===== config.mk =====
export PLATFORM = sky130hd
export DESIGN_NAME = bsg_mem_2rw_sync_mask_write_byte_ctrl
export DESIGN_NICKNAME = d
export VERILOG_FILES = /design/src/rtl/bsg_mem_2rw_sync_mask_write_byte_ctrl.sv
export SDC_FILE = /design/constraint.sdc
export NUM_CORES = 1
export LEC_CHECK = 0
export CAP_MARGIN = 20
export CORE_MARGIN = 5
export CORE_UTILIZATION = 40
export DETAILED_ROUTE_END_ITERATION = 6
export GPL_TIMING_DRIVEN = 0
export MAX_ROUTING_LAYER = met4
export PLACE_DENSITY = 0.7
export SYNTH_ARGS = -nofsm -noshare
export SYNTH_HDL_FRONTEND = slang
export SYNTH_SLANG_ARGS = --single-unit

===== constraint.sdc =====
create_clock -name clk_i -period 1.6 [get_ports clk_i]
set_input_delay 0.32 -clock clk_i [delete_from_list [all_inputs] [get_ports clk_i]]
set_output_delay 0.32 -clock clk_i [all_outputs]
set_load 0.05 [all_outputs]

===== src/rtl/bsg_mem_2rw_sync_mask_write_byte_ctrl.sv =====
// Dual-port request/response front end for a byte-masked sync RAM.
// Arbitrates same-address write collisions and buffers late read data.
module bsg_mem_2rw_sync_mask_write_byte_ctrl #(
  parameter int width_p = 32,
  parameter int els_p = 16,
  parameter int resp_els_p = 3,
  localparam int addr_width_lp = (els_p > 1) ? $clog2(els_p) : 1,
  localparam int mask_width_lp = width_p / 8
) (
  input  logic                     clk_i,
  input  logic                     reset_n_i,

  input  logic                     a_v_i,
  input  logic                     a_w_i,
  input  logic [addr_width_lp-1:0] a_addr_i,
  input  logic [width_p-1:0]       a_data_i,
  input  logic [mask_width_lp-1:0] a_mask_i,
  output logic                     a_ready_o,
  output logic [width_p-1:0]       a_data_o,
  output logic                     a_v_o,
  input  logic                     a_ready_i,

  input  logic                     b_v_i,
  input  logic                     b_w_i,
  input  logic [addr_width_lp-1:0] b_addr_i,
  input  logic [width_p-1:0]       b_data_i,
  input  logic [mask_width_lp-1:0] b_mask_i,
  output logic                     b_ready_o,
  output logic [width_p-1:0]       b_data_o,
  output logic                     b_v_o,
  input  logic                     b_ready_i,

  output logic                     mem_a_v_o,
  output logic                     mem_a_w_o,
  output logic [addr_width_lp-1:0] mem_a_addr_o,
  output logic [width_p-1:0]       mem_a_data_o,
  output logic [mask_width_lp-1:0] mem_a_w_mask_o,
  input  logic [width_p-1:0]       mem_a_data_i,

  output logic                     mem_b_v_o,
  output logic                     mem_b_w_o,
  output logic [addr_width_lp-1:0] mem_b_addr_o,
  output logic [width_p-1:0]       mem_b_data_o,
  output logic [mask_width_lp-1:0] mem_b_w_mask_o,
  input  logic [width_p-1:0]       mem_b_data_i
);

  localparam int cnt_w = $clog2(resp_els_p + 1);
  localparam int ptr_w = $clog2(resp_els_p);

  typedef logic [cnt_w:0] sum_t;

  logic [cnt_w-1:0]   count_q  [2];
  logic [ptr_w-1:0]   wr_ptr_q [2];
  logic [ptr_w-1:0]   rd_ptr_q [2];
  logic [width_p-1:0] fifo_q   [2][resp_els_p];
  logic [1:0]         in_flight_q;

  logic [width_p-1:0] ram_data [2];
  logic [1:0]         credit;
  logic [1:0]         issue_rd;
  logic [1:0]         deq;
  logic               collide;

  assign ram_data[0] = mem_a_data_i;
  assign ram_data[1] = mem_b_data_i;

  function automatic logic [ptr_w-1:0] nxt(
    input logic [ptr_w-1:0] x
  );
    return (x == ptr_w'(resp_els_p - 1)) ? '0 : x + 1'b1;
  endfunction

  // read credit: queued plus in-flight responses must leave a free slot
  always_comb begin
    credit = '0;
    for (int p = 0; p < 2; p++) begin
      credit[p] = (sum_t'(count_q[p]) + sum_t'(in_flight_q[p]))
                < sum_t'(resp_els_p);
    end
  end

  assign collide = a_v_i & b_v_i
                 & (a_addr_i == b_addr_i)
                 & (a_w_i | b_w_i);

  assign a_ready_o = reset_n_i & (a_w_i | credit[0]);
  assign b_ready_o = reset_n_i & ~collide
                   & (b_w_i | credit[1]);

  assign mem_a_v_o      = a_v_i & a_ready_o;
  assign mem_a_w_o      = a_w_i & a_ready_o;
  assign mem_a_addr_o   = a_addr_i;
  assign mem_a_data_o   = a_data_i;
  assign mem_a_w_mask_o = a_mask_i;

  assign mem_b_v_o      = b_v_i & b_ready_o;
  assign mem_b_w_o      = b_w_i & b_ready_o;
  assign mem_b_addr_o   = b_addr_i;
  assign mem_b_data_o   = b_data_i;
  assign mem_b_w_mask_o = b_mask_i;

  assign issue_rd[0] = mem_a_v_o & ~a_w_i;
  assign issue_rd[1] = mem_b_v_o & ~b_w_i;

  assign a_v_o    = reset_n_i & (count_q[0] != '0);
  assign b_v_o    = reset_n_i & (count_q[1] != '0);
  assign a_data_o = fifo_q[0][rd_ptr_q[0]];
  assign b_data_o = fifo_q[1][rd_ptr_q[1]];

  assign deq[0] = a_v_o & a_ready_i;
  assign deq[1] = b_v_o & b_ready_i;

  // track reads in flight and capture late RAM data into the FIFOs
  always_ff @(posedge clk_i or negedge reset_n_i) begin
    if (!reset_n_i) begin
      in_flight_q <= '0;
      for (int p = 0; p < 2; p++) begin
        count_q[p]  <= '0;
        wr_ptr_q[p] <= '0;
        rd_ptr_q[p] <= '0;
        for (int i = 0; i < resp_els_p; i++) begin
          fifo_q[p][i] <= '0;
        end
      end
    end else begin
      in_flight_q <= issue_rd;
      for (int p = 0; p < 2; p++) begin
        if (in_flight_q[p]) begin
          fifo_q[p][wr_ptr_q[p]] <= ram_data[p];
          wr_ptr_q[p] <= nxt(wr_ptr_q[p]);
        end
        if (deq[p]) begin
          rd_ptr_q[p] <= nxt(rd_ptr_q[p]);
        end
        unique case ({in_flight_q[p], deq[p]})
          2'b10:   count_q[p] <= count_q[p] + 1'b1;
          2'b01:   count_q[p] <= count_q[p] - 1'b1;
          default: count_q[p] <= count_q[p];
        endcase
      end
    end
  end

endmodule


Word-level counts from Yosys, hierarchy flattened
Index checks and enable logic that the tools add are counted.
{"block": "classes", "add_sub_neg": 10, "n_lt_le_gt_ge": 8, "n_eq_ne": 9, "n_mux": 18, "n_bitwise": 26, "n_reduce_logical": 6}
{"operator": "$bwmux W96", "count": 2}
{"operator": "$mux W32", "count": 6}
{"operator": "$bmux W32 S2", "count": 2}
{"operator": "$demux W32 S2", "count": 2}
{"operator": "$and A1 B1 Y1", "count": 16}
{"operator": "$add A2 B1 Y2 const B", "count": 6}
{"operator": "$eq A2 B2 Y1 const B", "count": 6}
{"operator": "$ge A3 B3 Y1 const B", "count": 4}
{"operator": "$not A2 Y3", "count": 4}
{"operator": "$mux W2", "count": 4}
{"operator": "$pmux W2 S2", "count": 2}
{"operator": "$reduce_bool A2 Y1", "count": 4}
{"operator": "$add A2 B1 Y3", "count": 2}
{"operator": "$lt A3 B1 Y1 const B", "count": 2}
{"operator": "$lt A3 B2 Y1 const B", "count": 2}
{"operator": "$eq A2 B1 Y1 const B", "count": 2}
{"operator": "$eq A4 B4 Y1", "count": 1}
{"operator": "$sub A2 B1 Y2 const B", "count": 2}
{"operator": "$not A1 Y1", "count": 3}
{"operator": "$or A1 B1 Y1", "count": 3}
{"operator": "$logic_and A1 B1 Y1", "count": 2}
{"block": "totals", "ff_bits": 206, "input_bits": 152, "output_inout_bits": 152, "word_cells": 90}

Logic depth before layout (Yosys ltp)
Gate-level depths: netlist of run 1.
{"block": "logic_depth", "word_depth": 8, "ltp_mapped": 7, "mapped_depth_nobuf": 6}

Worst setup path before layout of run 1
OpenSTA, ideal clock, no wires.
{"block": "synth_path", "kind": "flip-flop to output port", "start": "reg rd_ptr_q[1] (netlist name)", "end": "out b_data_o[10]", "t_arrival_ns": 1.968, "t_required_ns": 1.280, "slack_ns": -0.688, "stages_incl_launch_ff": 5, "path_buffers": 2, "cell_sequence": "dfrtp_1 -> buf_2 -> buf_2 -> mux2i_1 -> o21ai_0"}
{"block": "synth_between", "elab_chain_len": 4}
{"item": "start: declaration", "line": "55", "rtl": "logic [ptr_w-1:0] rd_ptr_q [2];"}
{"item": "start signal: indexed assignment", "line": "134", "rtl": "rd_ptr_q[p] <= nxt(rd_ptr_q[p]);"}
{"item": "$not A2 Y3 (not written as such)", "line": "109", "rtl": "assign b_data_o = fifo_q[1][rd_ptr_q[1]];"}
{"item": "$bmux W32 S2", "line": "109"}
{"item": "$mux W32 (not written as such) (2 in series)", "line": "109"}
{"item": "end: declaration", "line": "29", "rtl": "output logic [width_p-1:0] b_data_o,"}
No other way between the ends. The select of a mux whose other input is x is not followed.

Worst setup path in the final report of run 1
{"block": "layout_path", "start": "reg rd_ptr_q[1] (netlist name)", "end": "out b_data_o[31]"}
Same word-level chain as after synthesis.

==> impl_metrics.json, run 1 <==
{
  "dieHeight_um": 168.5,
  "instances_no_fill": 1447,
  "grt_pass1_wl_mm": 41.93,
  "avgSynthCellArea_um2": 12.95,
  "vias_per_cell": 4.945,
  "slowest_stage": "dfrtp_1",
  "grt_util_met1_pct": 23.69,
  "drt-wirelength-per-cell_um": 19.05,
  "critPathKind": "reg -> out",
  "cp.required_ns": 1.28,
  "post_route_cells_drive_above_1_share_pct": 62.85,
  "powerDensity_mw_per_mm2": 2355,
  "cts_max_path_buffers": 3,
  "hold_viol_final": 0,
  "failed_checks": "setup timing",
  "worst_pin_slew_ns": 0.5521,
  "rr_startpoint": "in_flight_q[1]",
  "cp-end-kind": "output pin",
  "gp_congestion": 0.7174,
  "drt-initial-drc-count": 248,
  "synth_area_mm2": 0.01005,
  "p_leak_nw": 7.504,
  "slew_violations": 0,
  "mappedNetlistNets": 934,
  "dieArea_mm2": 0.02839,
  "top_usage_layer": "met2",
  "setup_ws_ns": -0.5943,
  "syn_inst": 776,
  "use_met2_pct": 31.99,
  "grtUsageTotal_pct": 18.64,
  "use_met3_pct": 2.966,
  "rows": 58,
  "cts_tree": "built",
  "antenna_found_initial": 0,
  "post-route-drc-count": 0,
  "holdCritStartpoint": "a_w_i",
  "h-tree-depth": 1,
  "io_buffers": 231,
  "overflow": 0,
  "finClkSkew_ns": 0.008791,
  "crit_start": "rd_ptr_q[1]",
  "crit_chain": "buf_8 -> nor2b_4 -> buf_12 -> clkbuf_16 -> nand2_4 -> o21ai_4 -> buf_6",
  "seq_area_frac_synth_pct": 51.31,
  "fin_util_pct": 66.47,
  "clk_pin_slew_ns": 0.06,
  "clock-sinks": 206,
  "synthToLayoutAreaGrowth_pct": 65.17,
  "slew_headroom_pct": 63.20,
  "ys_seq_elements": 206,
  "die-width_um": 168.5,
  "cp.buffers_inverters": 4,
  "hpwl_mm": 17.01,
  "maxCapViolCount": 0,
  "cp_top_family": "buffers and inverters",
  "grt_pass1_vias": 7630,
  "n_antenna_cell": 0,
  "vias": 7156,
  "initial_core_util_pct": 40.25,
  "grt_start_max_net_pins": 105,
  "setup_viol": 131,
  "core_area_mm2": 0.02496,
  "cp-start-kind": "flop",
  "clk_latency_ns": 0.51,
  "period_minus_slack_ns": 2.194,
  "yosysWarnings": 0,
  "hold_class": "in -> reg",
  "dr.pass1.iters": 4,
  "nNetsFinal": 1257,
  "fill_cells": 1798,
  "rsz0062_at_grt": "true",
  "wl_mm": 27.57,
  "fmax_mhz": 455.7,
  "yosysUniqueCellTypes": 30,
  "cts_root_buf": "clkbuf_16",
  "place_inst": 1338,
  "slowest_delay_ns": 0.38,
  "status": "finished, violations left",
  "ir_worst_vdd_uv": 1856,
  "cp_max_fo": 6,
  "timing.final.crit_share_pct": 137.1,
  "numCtsBuffers": 24,
  "setup_tns_ns": -39.66,
  "ant_nets": 0,
  "pin_count": 304,
  "worst-endpoint-arrival_ns": 1.87
}
==> repair_timing <==
action | 4_1_cts | 5_1_grt
gates cloned | 11 | 6
hold endpoints to repair | 102 | 102
pin swaps | 66 | 36
setup endpoints to repair | 142 | 250
resized for setup | 759 | 141
buffers inserted | 34 | 19
==> through the flow <==
stage	hold WS [ns]	power [mW]	instance area [um^2]	setup slack, ns
6_report	0.05129	39.09	16590	-0.5943
5_1_grt	0.03716	40.80	16590	-0.6785
4_1_cts	-0.3178	37.72	15900	-0.6197
3_5_place_dp	0.4183	27.78	13560	-1.330
3_3_place_gp	0.4867	27.49	13520	-9.576
2_1_floorplan	0.02441	22.79	10800	-0.1793
==> power by group <==
part | internal [mW] | switching (mW) | total (mW)
combinational | 11.1 | 12.2 | 23.3
sequential | 7.86 | 2.18 | 10.0
clock | 3.55 | 2.16 | 5.71
total | 22.5 | 16.6 | 39.1
==> final timing paths <==
| path | to | slack, ns | cells after the start |
|---|---|---|---|
| max in group asynchronous | fifo_q[98] | 0.49 | 3 |
| worst min-delay path | in_flight_q[0] | 0.05 | 2 |
| worst min register to register | fifo_q[160] | 0.50 | 1 |
| worst max register to register | fifo_q[11] | -0.09 | 6 |
| min in group asynchronous | fifo_q[118] | 0.44 | 2 |
| worst max-delay path | b_data_o[31] | -0.59 | 7 |
==> metal layers <==
metal	vias up	share of wire (%)
met4	0	2.1
met1	3617	43
li1	3294	-
met2	206	50
met3	39	5.2
met5	-	0
==> synth_stat cells <==
library cell | number | share of area, %
or3_1 | 2 | 0.12
nor2_1 | 3 | 0.11
mux2_4 | 60 | 9.0
nor3_2 | 2 | 0.20
inv_1 | 2 | 0.075
nand2_1 | 65 | 2.4
xor2_1 | 6 | 0.52
buf_4 | 80 | 6.0
and2_1 | 1 | 0.062
nand4b_1 | 1 | 0.087
mux2_2 | 134 | 15
nor2b_1 | 3 | 0.19
nand3_1 | 2 | 0.10
o211a_1 | 1 | 0.10
xnor2_1 | 4 | 0.35
clkbuf_1 | 12 | 0.45
dfrtp_1 | 206 | 51
o22ai_1 | 1 | 0.062
a21o_1 | 4 | 0.30
o211ai_1 | 4 | 0.30
ha_1 | 6 | 0.75
a21oi_1 | 6 | 0.30
buf_2 | 23 | 1.1
mux2i_1 | 64 | 6.4
o21a_1 | 3 | 0.22
o21ai_1 | 4 | 0.20
o21ai_0 | 62 | 3.1
nor3_1 | 3 | 0.15
inv_2 | 4 | 0.15
buf_6 | 8 | 0.90
==> registers in the layout, summed over array words and instances, names as in the netlist <==
name	flops
wr_ptr_q	4
count_q	4
in_flight_q	2
fifo_q	192
rd_ptr_q	4
==> worst register-to-register path: stages (launching register included) <==
cell and delay [ns]:
dfrtp_1 0.40, buf_4 0.16, inv_2 0.08, or3_1 0.32, buf_6 0.14, buf_6 0.16, mux2_4 0.32
==> kinds of logic after synthesis <==
family | count (synthesis) | synth area share, %
muxes | 258 | 30.36
and+or+nand+nor | 82 | 3.450
xor gates and xnor gates | 10 | 0.8717
buffers and inverters | 129 | 8.692
DFF | 206 | 51.31
adders and majority gates | 6 | 0.7472
AOI/OAI and AO/OA | 85 | 4.570
==> area by class of cell <==
class | count | area (um^2) | share of cell area [%]
multi-input cells | 441 | 5614 | 33.83
flip-flops and latches | 206 | 5157 | 31.08
repair buffers | 301 | 3364 | 20.27
plain buffers | 119 | 1177 | 7.095
clock buffers | 38 | 754.5 | 4.546
well taps | 330 | 412.9 | 2.488
clock inverters | 6 | 86.33 | 0.5202
inverters | 6 | 27.53 | 0.1659
==> placed cells by master, fill, tap and decap left out, drive strengths merged, types with 5 or more instances in the layout <==
master	n
clkbuf	63
a21oi	6
mux2	194
dlygate4sd2	12
xor2	6
nand2	65
nor3	5
o21ai	66
buf	242
ha	6
mux2i	64
dfrtp	206
inv	6
clkdlybuf4s50	138
(Power assumes the default switching activity.)
==> inputs of run 2 (changes only) <==
ABC_CLOCK_PERIOD_IN_PS = 1600   (was default)
==> results of run 2 <==
No change in the layout: final DEF, timing and power equal those of run 1.
==> inputs of run 3 (changes only) <==
CORE_MARGIN = default   (was 5)
MAX_ROUTING_LAYER = default   (was met4)
==> run 3 against run 2 <==
Compared with the run above: the flow still finishes with violations (setup timing); hold slack got worse by 0.0078 ns; critical path depth fell by 1; die area fell by 9.3%; clock power rose by 2%; final area fell by 0.99%; combinational power fell by 3%; via count fell by 1.0%; sequential power barely moved; core utilization rose by 0.69 points; critical path type unchanged; largest cell class unchanged; highest routed layer unchanged.
==> impl_metrics.json, run 3 (same netlist as run 1, synthesis figures left out) <==
{
  "status": "finished, violations left",
  "failed_checks": "setup timing",
  "post_route_cells_drive_above_1_share_pct": 61.05,
  "vias_per_cell": 4.942,
  "ir_worst_vdd_uv": 1252,
  "fin_util_pct": 67.17,
  "finClkSkew_ns": 0.01791,
  "slew_headroom_pct": 64.40,
  "post-route-drc-count": 0,
  "n_antenna_cell": 0,
  "p_leak_nw": 7.478,
  "io_buffers": 231,
  "gp_congestion": 0.7175,
  "clk_latency_ns": 0.51,
  "preCtsSetupSlack_ns": -1.356,
  "period_minus_slack_ns": 2.227,
  "slew_violations": 0,
  "instances_no_fill": 1433,
  "cp-start-kind": "flop",
  "hold_class": "in -> reg",
  "cts_max_path_buffers": 3,
  "whs_ns": 0.04348,
  "layout_commonest_cell": "dfrtp_1",
  "cts_root_buf": "clkbuf_16",
  "rows": 57,
  "antenna_found_initial": 0,
  "worst_pin_slew_ns": 0.5339,
  "cp-end-kind": "output pin",
  "vias": 7082,
  "maxCapViolCount": 0,
  "grt_start_max_net_pins": 93,
  "cp.required_ns": 1.28,
  "cp_top_family": "flip-flops",
  "hold_viol_final": 0,
  "critPathKind": "reg -> out",
  "worst-endpoint-arrival_ns": 1.91,
  "initial_core_util_pct": 41.07,
  "core_area_mm2": 0.02446,
  "dr.pass1.iters": 4,
  "wl_mm": 25.45,
  "place_inst": 1332,
  "dieHeight_um": 160.5,
  "top_register": "fifo_q",
  "h-tree-depth": 1,
  "clock-sinks": 206,
  "clk_pin_slew_ns": 0.05,
  "setup_viol": 103,
  "setup_ws_ns": -0.6271,
  "largest_register_ffs": 192,
  "synthToLayoutAreaGrowth_pct": 63.54,
  "drt-wirelength-per-cell_um": 17.76,
  "die-width_um": 160.5,
  "grt_pass1_wl_mm": 40.02,
  "grt_pass1_vias": 7332,
  "timing.final.crit_share_pct": 139.2,
  "cts_tree": "built",
  "powerDensity_mw_per_mm2": 2330,
  "cp_max_fo": 3,
  "slowest_stage": "dfrtp_2",
  "hpwl_mm": 15.78,
  "numCtsBuffers": 24,
  "overflow": 0,
  "ant_nets": 0,
  "crit_chain": "ha_4 -> ha_4 -> a21oi_4 -> o211ai_1 -> a21oi_4 -> buf_6",
  "final_cell_mix": "dfrtp_1 (203), clkdlybuf4s50_1 (138), mux2_2 (133)",
  "cp.buffers_inverters": 1,
  "slowest_delay_ns": 0.43,
  "grtUsageTotal_pct": 19.44,
  "fmax_mhz": 449.0,
  "dieArea_mm2": 0.02576,
  "rsz0062_at_grt": "true",
  "nNetsFinal": 1252,
  "pin_count": 304,
  "drt-initial-drc-count": 248
}
run 3: area by class of cell:
cell class	count	area [um^2]
Buffer	122	1226
Clock buffer	36	716.9
Clock inverter	5	125.1
Fill cell	1733	8031
Inverter	6	32.53
Multi-Input combinational cell	441	5513
Sequential cell	206	5159
Tap cell	324	405.4
Timing Repair Buffer	293	3253
run 3: metal layers:
layer,track usage [%],vias up,part of all wire [%],routed length (um)
met5,0,-,0,0
met4,3.896,0,1.6,401
met3,3.435,29,5.3,1344
met2,32.68,213,49,12460
met1,26.35,3563,44,11240
li1,-,3277,-,-
run 3: what timing repair did:
| item | CTS | global route |
|---|---|---|
| endpoints found under the setup margin | 143 | 238 |
| resized for setup | 796 | 67 |
| hold buffers | 3 | 0 |
| buffers inserted | 28 | 16 |
| cloned | 12 | 5 |
| hold endpoints to repair | 145 | 0 |
| pin swaps | 66 | 25 |
run 3: metrics by stage:
step / instance area, um^2 / setup TNS [ns] / total power [mW]
final: 16430 / -37.26 / 38.29
after global routing: 16430 / -43.13 / 39.98
after CTS: 16070 / -34.78 / 37.99
after detailed placement: 13550 / -93.10 / 27.71
after global placement: 13520 / -2034.87 / 27.43
after floorplan: 10800 / -0.7520 / 22.79
run 3: worst register-to-register path, cell delays in order (launching register included):
cell,delay (ns)
dfrtp_2,0.39
buf_6,0.10
buf_6,0.11
inv_6,0.05
or3_4,0.33
buf_8,0.15
buf_12,0.16
mux2_4,0.30
run 3: worst paths after layout:
| path | from | end | slack [ns] | depth (start not counted) |
|---|---|---|---|---|
| max | in_flight_q[1] | mem_b_v_o | -0.63 | 6 |
| min | a_w_i | in_flight_q[0] | 0.04 | 2 |
| max reg2reg | in_flight_q[1] | fifo_q[26] | -0.11 | 7 |
| min reg2reg | fifo_q[167] | fifo_q[167] | 0.50 | 1 |
| max in group asynchronous | reset_n_i | fifo_q[115] | 0.45 | 4 |
| min in group asynchronous | reset_n_i | in_flight_q[1] | 0.42 | 3 |
run 3: report_power, final:
group	internal [mW]	switching (mW)
logic	10.6	12.0
registers	7.86	2.02
clock network	3.71	2.09
